## config.mk

```make
export PLATFORM = sky130hd
export DESIGN_NAME = byte_store_buffer
export DESIGN_NICKNAME = d
export VERILOG_FILES = /design/src/rtl/mips_mem_pkg.sv /design/src/rtl/store_lane_gen.sv /design/src/rtl/byte_store_buffer.sv
export SDC_FILE = /design/constraint.sdc
export NUM_CORES = 1
export LEC_CHECK = 0
export BUFFER_PORTS_ARGS = -buffer_cell sky130_fd_sc_hd__buf_2
export CORE_AREA = 2 2 181 130
export DETAILED_ROUTE_END_ITERATION = 6
export DIE_AREA = 0 0 183 132
export PLACE_DENSITY = 0.55
export SYNTH_ARGS = -nofsm -noshare
export SYNTH_HDL_FRONTEND = slang
export SYNTH_SLANG_ARGS = --single-unit
```

## constraint.sdc

```tcl
create_clock -name clk -period 2.4 [get_ports clk]
set_clock_uncertainty 0.2 [all_clocks]
set_input_delay 0.48 -clock clk [delete_from_list [all_inputs] [get_ports clk]]
set_output_delay 0.48 -clock clk [all_outputs]
set_load 0.1 [all_outputs]
```

## src/rtl/mips_mem_pkg.sv

```systemverilog
// mips_mem_pkg: opcodes and entry types shared by the load extractor and the store buffer.
package mips_mem_pkg;
    localparam int MEM_AW = 32;
    typedef enum logic [1:0] {ST_NONE = 2'd0, ST_W = 2'd1, ST_H = 2'd2, ST_B = 2'd3} st_op_t;
    typedef enum logic [2:0] {LD_NONE = 3'd0, LD_W = 3'd1, LD_H = 3'd2, LD_HU = 3'd3, LD_B = 3'd4, LD_BU = 3'd5} ld_op_t;
    typedef struct packed {
        logic [MEM_AW-1:0] addr;
        logic [31:0]       wdata;
        logic [3:0]        be;
    } store_entry_t;
endpackage

```

## src/rtl/store_lane_gen.sv

```systemverilog
// store_lane_gen: turns a store op and byte offset into byte enables, replicated lane data and a misalign flag.
module store_lane_gen
    import mips_mem_pkg::*;
(
    input  logic [1:0]  op,
    input  logic [1:0]  addr_lo,
    input  logic [31:0] wdata,
    output logic [3:0]  be,
    output logic [31:0] data,
    output logic        misalign
);
    assign misalign = (op == ST_W && addr_lo != 2'b00) || (op == ST_H && addr_lo[0]);
    assign be = op == ST_W ? 4'b1111 :
                op == ST_H ? (addr_lo[1] ? 4'b1100 : 4'b0011) :
                op == ST_B ? 4'b0001 << addr_lo : 4'b0000;
    assign data = op == ST_H ? {2{wdata[15:0]}} :
                  op == ST_B ? {4{wdata[7:0]}} : wdata;
endmodule

```

## src/rtl/byte_store_buffer.sv

```systemverilog
// byte_store_buffer: aligns sw/sh/sb stores, queues them in a small FIFO and drains them to memory over req/ack.
module byte_store_buffer
    import mips_mem_pkg::*;
#(
    parameter int DEPTH = 2,
    parameter int AW    = MEM_AW
) (
    input  logic          clk,
    input  logic          reset,
    input  logic          st_valid,
    input  logic [1:0]    st_op,
    input  logic [AW-1:0] st_addr,
    input  logic [31:0]   st_wdata,
    output logic          st_ready,
    output logic          st_misalign,
    input  logic          ld_valid,
    input  logic [AW-1:0] ld_addr,
    output logic          ld_hazard,
    output logic          mem_req,
    output logic [AW-1:0] mem_addr,
    output logic [31:0]   mem_wdata,
    output logic [3:0]    mem_be,
    input  logic          mem_ack,
    output logic          empty
);
    localparam int PW = $clog2(DEPTH);
    store_entry_t  entries [DEPTH];
    store_entry_t  new_entry;
    logic [PW-1:0] wr_ptr, rd_ptr;
    logic [PW:0]   count;
    logic [3:0]    lane_be;
    logic [31:0]   lane_data;
    logic          lane_misalign, push, pop;
    store_lane_gen u_lane (
        .op       (st_op),
        .addr_lo  (st_addr[1:0]),
        .wdata    (st_wdata),
        .be       (lane_be),
        .data     (lane_data),
        .misalign (lane_misalign)
    );
    assign empty       = count == '0;
    assign st_ready    = count != (PW+1)'(DEPTH);
    assign st_misalign = st_valid & lane_misalign;
    assign push        = st_valid & st_ready & (st_op != ST_NONE) & ~lane_misalign;
    assign pop         = ~empty & mem_ack;
    assign new_entry   = '{addr: {st_addr[AW-1:2], 2'b00}, wdata: lane_data, be: lane_be};
    assign mem_req     = ~empty;
    assign mem_addr    = entries[rd_ptr].addr;
    assign mem_wdata   = entries[rd_ptr].wdata;
    assign mem_be      = entries[rd_ptr].be;
    always_ff @(posedge clk or negedge reset) begin
        if (!reset) begin
            wr_ptr <= '0;
            rd_ptr <= '0;
            count  <= '0;
            for (int i = 0; i < DEPTH; i++) entries[i] <= '0;
        end else begin
            if (push) begin
                entries[wr_ptr] <= new_entry;
                wr_ptr          <= wr_ptr + 1'b1;
            end
            if (pop) rd_ptr <= rd_ptr + 1'b1;
            count <= count + (PW+1)'(push) - (PW+1)'(pop);
        end
    end
    // An entry is live when its distance from the head is below count; this includes a head being acked now.
    always_comb begin
        ld_hazard = 1'b0;
        for (int i = 0; i < DEPTH; i++)
            ld_hazard = ld_hazard | ((count > {1'b0, PW'(i) - rd_ptr}) && entries[i].addr[AW-1:2] == ld_addr[AW-1:2]);
        ld_hazard = ld_hazard & ld_valid;
    end
endmodule

```

==> impl_metrics.json, run 1 <==
{
  "status": "complete, but fails checks",
  "violations": "setup timing",
  "maxCapViolCount": 0,
  "worstPathArrival_ns": 2.18,
  "antenna_left": 0,
  "finalCriticalPeriod_ns": 2.86,
  "ys_ff_latch": 136,
  "startpoint": "rd_ptr",
  "htreeDepth": 4,
  "core_area_um2": 22300,
  "drc": 0,
  "avgSynthCellArea_um2": 13.3,
  "slew_headroom": 0.599,
  "hold-path-cell-count": 2,
  "overflow": 0,
  "worstHoldPathType": "input port to register",
  "r2r_slack_ns": 0.26,
  "worst_slew_pin_slew_ns": 0.601,
  "ys_seq_area_frac": 0.483,
  "synth_area_um2": 7050,
  "vias": 4971,
  "multiInputGateArea_um2": 3560,
  "ys_types": 32,
  "n_antenna_cell": 0,
  "setup_viol": 57,
  "maxSlewViolCount": 0,
  "critical_path_class": "register to output pin",
  "first_global_vias": 5485,
  "wirelength_um": 20500,
  "timing.final.ws_setup_ns": -0.465,
  "nFillCells": 2026,
  "area_delta_synth_final_pct": 42.3,
  "tritoncts": "built",
  "stdcell_area_um2": 10000,
  "dr.pass1.iters": 4,
  "hold_slack_ns": 0.108,
  "cts_buffer_depth": 2,
  "antenna_found_initial": 0,
  "max_freq_mhz": 349,
  "crit_fanout": 4,
  "end_kind": "output pin",
  "crit_required_ns": 1.72,
  "final_core_util": 0.449,
  "timing.final.crit_share": 1.19,
  "fin_nets": 844,
  "viasPerCell": 4.79,
  "top_layer_used": "met4",
  "startpoint_type": "register",
  "cts.clk_slew.worst_paths_ns": 0.06,
  "grt_setup_unrepaired": "yes",
  "cts_buffers": 17,
  "grt_max_degree": 58,
  "register_area_um2": 3400,
  "gp_congestion": 0.813,
  "cts.sinks": 136,
  "netlist_instances": 530,
  "dieWidth_um": 183,
  "wl_per_cell_um": 19.8,
  "drive_gt1_frac": 0.623,
  "grt_usage": 0.172,
  "ys_async_sr_fraction": 1.00,
  "worstHoldStart": "st_addr[6]",
  "dp_hpwl_um": 14800,
  "die_y_um": 132,
  "io_pins": 176,
  "num_rows": 46,
  "synth_enable_flop_cells": 0,
  "wl_met2_um": 9340,
  "synth_ff_type": "dfrtp_1",
  "drt-initial-drc-count": 143,
  "ys.warnings.count": 0,
  "postPlaceCellArea_um2": 9000,
  "cts_root_buffer": "clkbuf_16",
  "route.met3.wl_um": 946,
  "grt_pass1_wl_um": 31700,
  "ff2ff_path_depth": 8,
  "insertion_delay_ns": 0.41,
  "die_area_um2": 24200,
  "hold_violations": 0,
  "port_buffers": 171,
  "initial_utilization": 0.316,
  "m1WireLength_um": 9930,
  "rr_startpoint": "count[0]"
}
[per-layer routing]
metal	vias to the layer above	global-route usage
met5	-	0
li1	2302	-
met3	20	0.0456
met4	0	0.0511
met1	2548	0.237
met2	101	0.266
[synth_stat cells (3+ instances only)]
master    number  area share
mux2i_1       10       0.014
nand2_1       13      0.0069
mux2_1         4      0.0064
xor2_1        11       0.014
dfrtp_1      136        0.48
buf_1          4      0.0021
nor4_1         6      0.0053
buf_4          3      0.0032
xnor2_1       52       0.065
a21oi_1       10      0.0071
ha_1           4      0.0071
mux2_2       200        0.32
inv_1          4      0.0021
o21ai_0        8      0.0057
mux2_4         4      0.0085
nand2b_1       3      0.0027
clkbuf_1       3      0.0016
nor2_1        10      0.0053
nand4_1       12       0.011
buf_2         17       0.012
[critical path, cell delays in order, from the launching register on]
cell and delay (ns):
dfrtp_2 0.44, inv_4 0.08, ha_4 0.21, nor2_4 0.10, o21ai_2 0.07, nor4_2 0.29
nand3_1 0.17, a21boi_4 0.22, buf_12 0.19
[cell usage in the layout, fill, tap and decap left out, types with 3 or more instances in the layout]
master,instances
nor4_1,4
buf_2,101
nand2_1,12
mux2_2,200
inv_6,6
mux2i_1,10
ha_1,3
o21ai_0,7
buf_6,36
nand2b_1,3
nor2_1,9
buf_12,40
mux2_4,4
dfrtp_1,135
xnor2_1,51
nand4_1,12
buf_4,33
a21oi_1,10
mux2_1,4
clkbuf_16,18
xor2_1,11
[final timing paths]
check                          endpoint
hold / removal             entries[110]
setup / recovery              ld_hazard
hold reg to reg             entries[77]
setup reg to reg               count[1]
max in group asynchronous   entries[62]
min in group asynchronous   entries[44]
[flip-flops by register name (all words and copies together), names as in the netlist]
name / cells
count: 2
entries: 132
rd_ptr: 1
wr_ptr: 1
[cells by family (layout without fill, tap and decap cells)]
family                   after synthesis  count (layout)  share of synthesized area
AO/OA/AOI/OAI                         23              23                     0.0194
other                                  1               2                   0.000532
adder cells (fa/ha/maj)                4               4                    0.00710
buffers and inverters                 33             251                     0.0243
XOR/XNOR                              63              63                     0.0783
AND/OR/NAND/NOR                       52              52                     0.0389
flip-flops                           136             136                      0.483
multiplexers                         218             218                      0.349
[area by class of cell]
class	instances	share of cell area
multi-input combinational	362	0.355
clock inverter	14	0.0161
sequential	136	0.340
tap	288	0.0359
inverter	4	0.00175
timing repair buffer	216	0.209
clock buffer	17	0.0424
[what timing repair did]
action / 4_1_cts / 5_1_grt
pin swaps: 4 / 5
endpoints found under the hold margin: 53 / 0
gates cloned: 3 / 1
buffers inserted: 2 / 0
gates resized for setup: 90 / 3
endpoints found under the setup margin: 68 / 67
hold buffers: 1 / 0
[per-stage QoR]
| stage | setup slack, ns | cells | setup TNS [ns] |
|---|---|---|---|
| after detailed placement | -0.295 | 999 | -0.305 |
| after global placement | -0.165 | 999 | -0.166 |
| after CTS | -0.479 | 1036 | -4.57 |
| final | -0.465 | 1037 | -4.78 |
| after floorplan | -0.403 | 531 | -0.403 |
| after global routing | -0.535 | 1037 | -7.93 |
Power of run 1 is not shown: default switching activity piles up to over one toggle a cycle in this logic, so the estimate is an artifact.
==> run 2, diff against run 1 <==
PLACE_DENSITY = 0.5   (was 0.55)
RECOVER_POWER = 50   (was not set)
==> run 2 against run 1 <==
  * The run still ends with setup timing left
  * Die area unchanged
  * Worst hold slack worse by 0.010 ns
  * Utilization up 0.74 points
  * Largest cell class unchanged
  * Critical path type unchanged
  * Register-to-register slack worse by 0.20 ns
==> impl_metrics.json, run 2 (synthesized netlist as in run 1, its figures left out) <==
{
  "antenna_found_initial": 1,
  "dp_hpwl_um": 14900,
  "final_common_cell": "mux2_2",
  "vias": 4909,
  "dieWidth_um": 183,
  "slew_headroom": 0.168,
  "core_area_um2": 22300,
  "cts_root_buffer": "clkbuf_16",
  "status": "complete, but fails checks",
  "antenna_left": 0,
  "viasPerCell": 4.75,
  "cts_setup_buffers": 0,
  "reg_top3": "entries x132, count x2",
  "rr_startpoint": "count[0]",
  "io_pins": 176,
  "worstHoldPathType": "input port to register",
  "cts.sinks": 136,
  "critical_path_class": "register to output pin",
  "cts.clk_slew.worst_paths_ns": 0.06,
  "grtUsageMet2": 0.263,
  "drive_gt1_frac": 0.615,
  "hold_slack_ns": 0.0980,
  "use_met3": 0.0403,
  "end_kind": "output pin",
  "num_rows": 46,
  "initial_utilization": 0.316,
  "area_delta_synth_final_pct": 44.6,
  "die_area_um2": 24200,
  "crit_fanout": 2,
  "maxSlewViolCount": 0,
  "drc": 0,
  "worstHoldStart": "st_addr[9]",
  "insertion_delay_ns": 0.42,
  "finalCriticalPeriod_ns": 2.87,
  "hold-path-cell-count": 2,
  "worst_slew_pin_slew_ns": 1.25,
  "grt_max_degree": 48,
  "violations": "setup timing",
  "die_y_um": 132,
  "gp_congestion": 0.835,
  "final_cell_mix": "200 x mux2_2, 135 x dfrtp_1, 102 x buf_2, 71 x buf_12, 52 x xnor2_1",
  "ff2ff_path_depth": 6,
  "port_buffers": 171,
  "wl_per_cell_um": 19.3,
  "wirelength_um": 20000,
  "top_register": "entries",
  "grt_util_met1": 0.241,
  "maxCapViolCount": 0,
  "drt-initial-drc-count": 155,
  "n_antenna_cell": 0,
  "timing.final.crit_share": 1.19,
  "r2r_end": "entries[125]",
  "grt_setup_unrepaired": "yes",
  "largest_register_ffs": 132,
  "htreeDepth": 4,
  "cts_buffers": 17,
  "whs_endpoint": "entries[45]",
  "busiest_layer": "met2",
  "crit_required_ns": 1.72,
  "startpoint_type": "register",
  "tritoncts": "built",
  "fin_nets": 839,
  "overflow": 0,
  "worstPathArrival_ns": 2.19,
  "hold_violations": 0,
  "r2r_slack_ns": 0.06,
  "dr.pass1.iters": 4,
  "first_global_vias": 5592,
  "grt_usage": 0.173,
  "setup_viol": 67,
  "timing.final.ws_setup_ns": -0.467,
  "cts_buffer_depth": 2,
  "nFillCells": 1993,
  "max_freq_mhz": 349,
  "grt_pass1_wl_um": 31700
}
-- run 2: cell count changes in the layout (fill, tap and decap cells not counted), moves of 2 or more --
cell       previous run  this run
buf_16                2         0
buf_12               40        71
inv_6                 6         0
clkbuf_8              0         3
bufinv_16             2         4
buf_6                36         2
-- run 2: worst max-delay path by stage --
stage / startpoint / endpoint / slack [ns] / cells after the start
floorplan: rd_ptr / ld_hazard / -0.40 / 9
global placement: ld_addr[31] / ld_hazard / -0.21 / 7
detailed placement: ld_addr[5] / ld_hazard / -0.22 / 9
CTS: rd_ptr / ld_hazard / -0.48 / 8
global route: entries[39] / ld_hazard / -0.64 / 6
finish: entries[39] / ld_hazard / -0.47 / 6
-- run 2: repair_timing --
| item | 4_1_cts | 5_1_grt |
|---|---|---|
| hold buffers | 1 | 0 |
| endpoints found under the hold margin | 45 | 0 |
| resized for setup | 6 | 1 |
| endpoints found under the setup margin | 68 | 67 |
-- run 2: through the flow --
stage	setup WS, ns	setup TNS, ns	area (um2)	utilization	std cells
after CTS	-0.485	-22.33	10200	0.458	1033
after detailed placement	-0.216	-0.216	9550	0.428	1000
final	-0.467	-18.84	10200	0.456	1033
after global routing	-0.643	-27.81	10200	0.456	1033
after floorplan	-0.403	-0.403	7100	-	531
after global placement	-0.214	-0.214	9550	0.428	1000
-- run 2: final cells by class --
class                      count  area, um2  share of cell area
sequential                   136       3410               0.334
timing repair buffer         211       2220               0.218
multi-input combinational    362       3540               0.347
tap                          288        360              0.0354
clock inverter                11        170              0.0167
clock buffer                  21        470              0.0462
inverter                       4       17.5             0.00172
-- run 2: critical path, stage by stage (launching register included) --
cell	delay, ns
dfrtp_1	0.38
xnor2_1	0.21
nand4_1	0.25
nor4_2	0.36
nand3_1	0.17
a21boi_4	0.21
buf_12	0.19
-- run 2: routing by layer --
metal | part of all wire | vias up | wire (um)
li1 | - | 2288 | -
met1 | 0.47 | 2479 | 9440
met2 | 0.46 | 110 | 9110
met3 | 0.050 | 30 | 1000
met4 | 0.019 | 2 | 388
met5 | 0.00065 | - | 13
Power of run 2 is left out for the same reason.
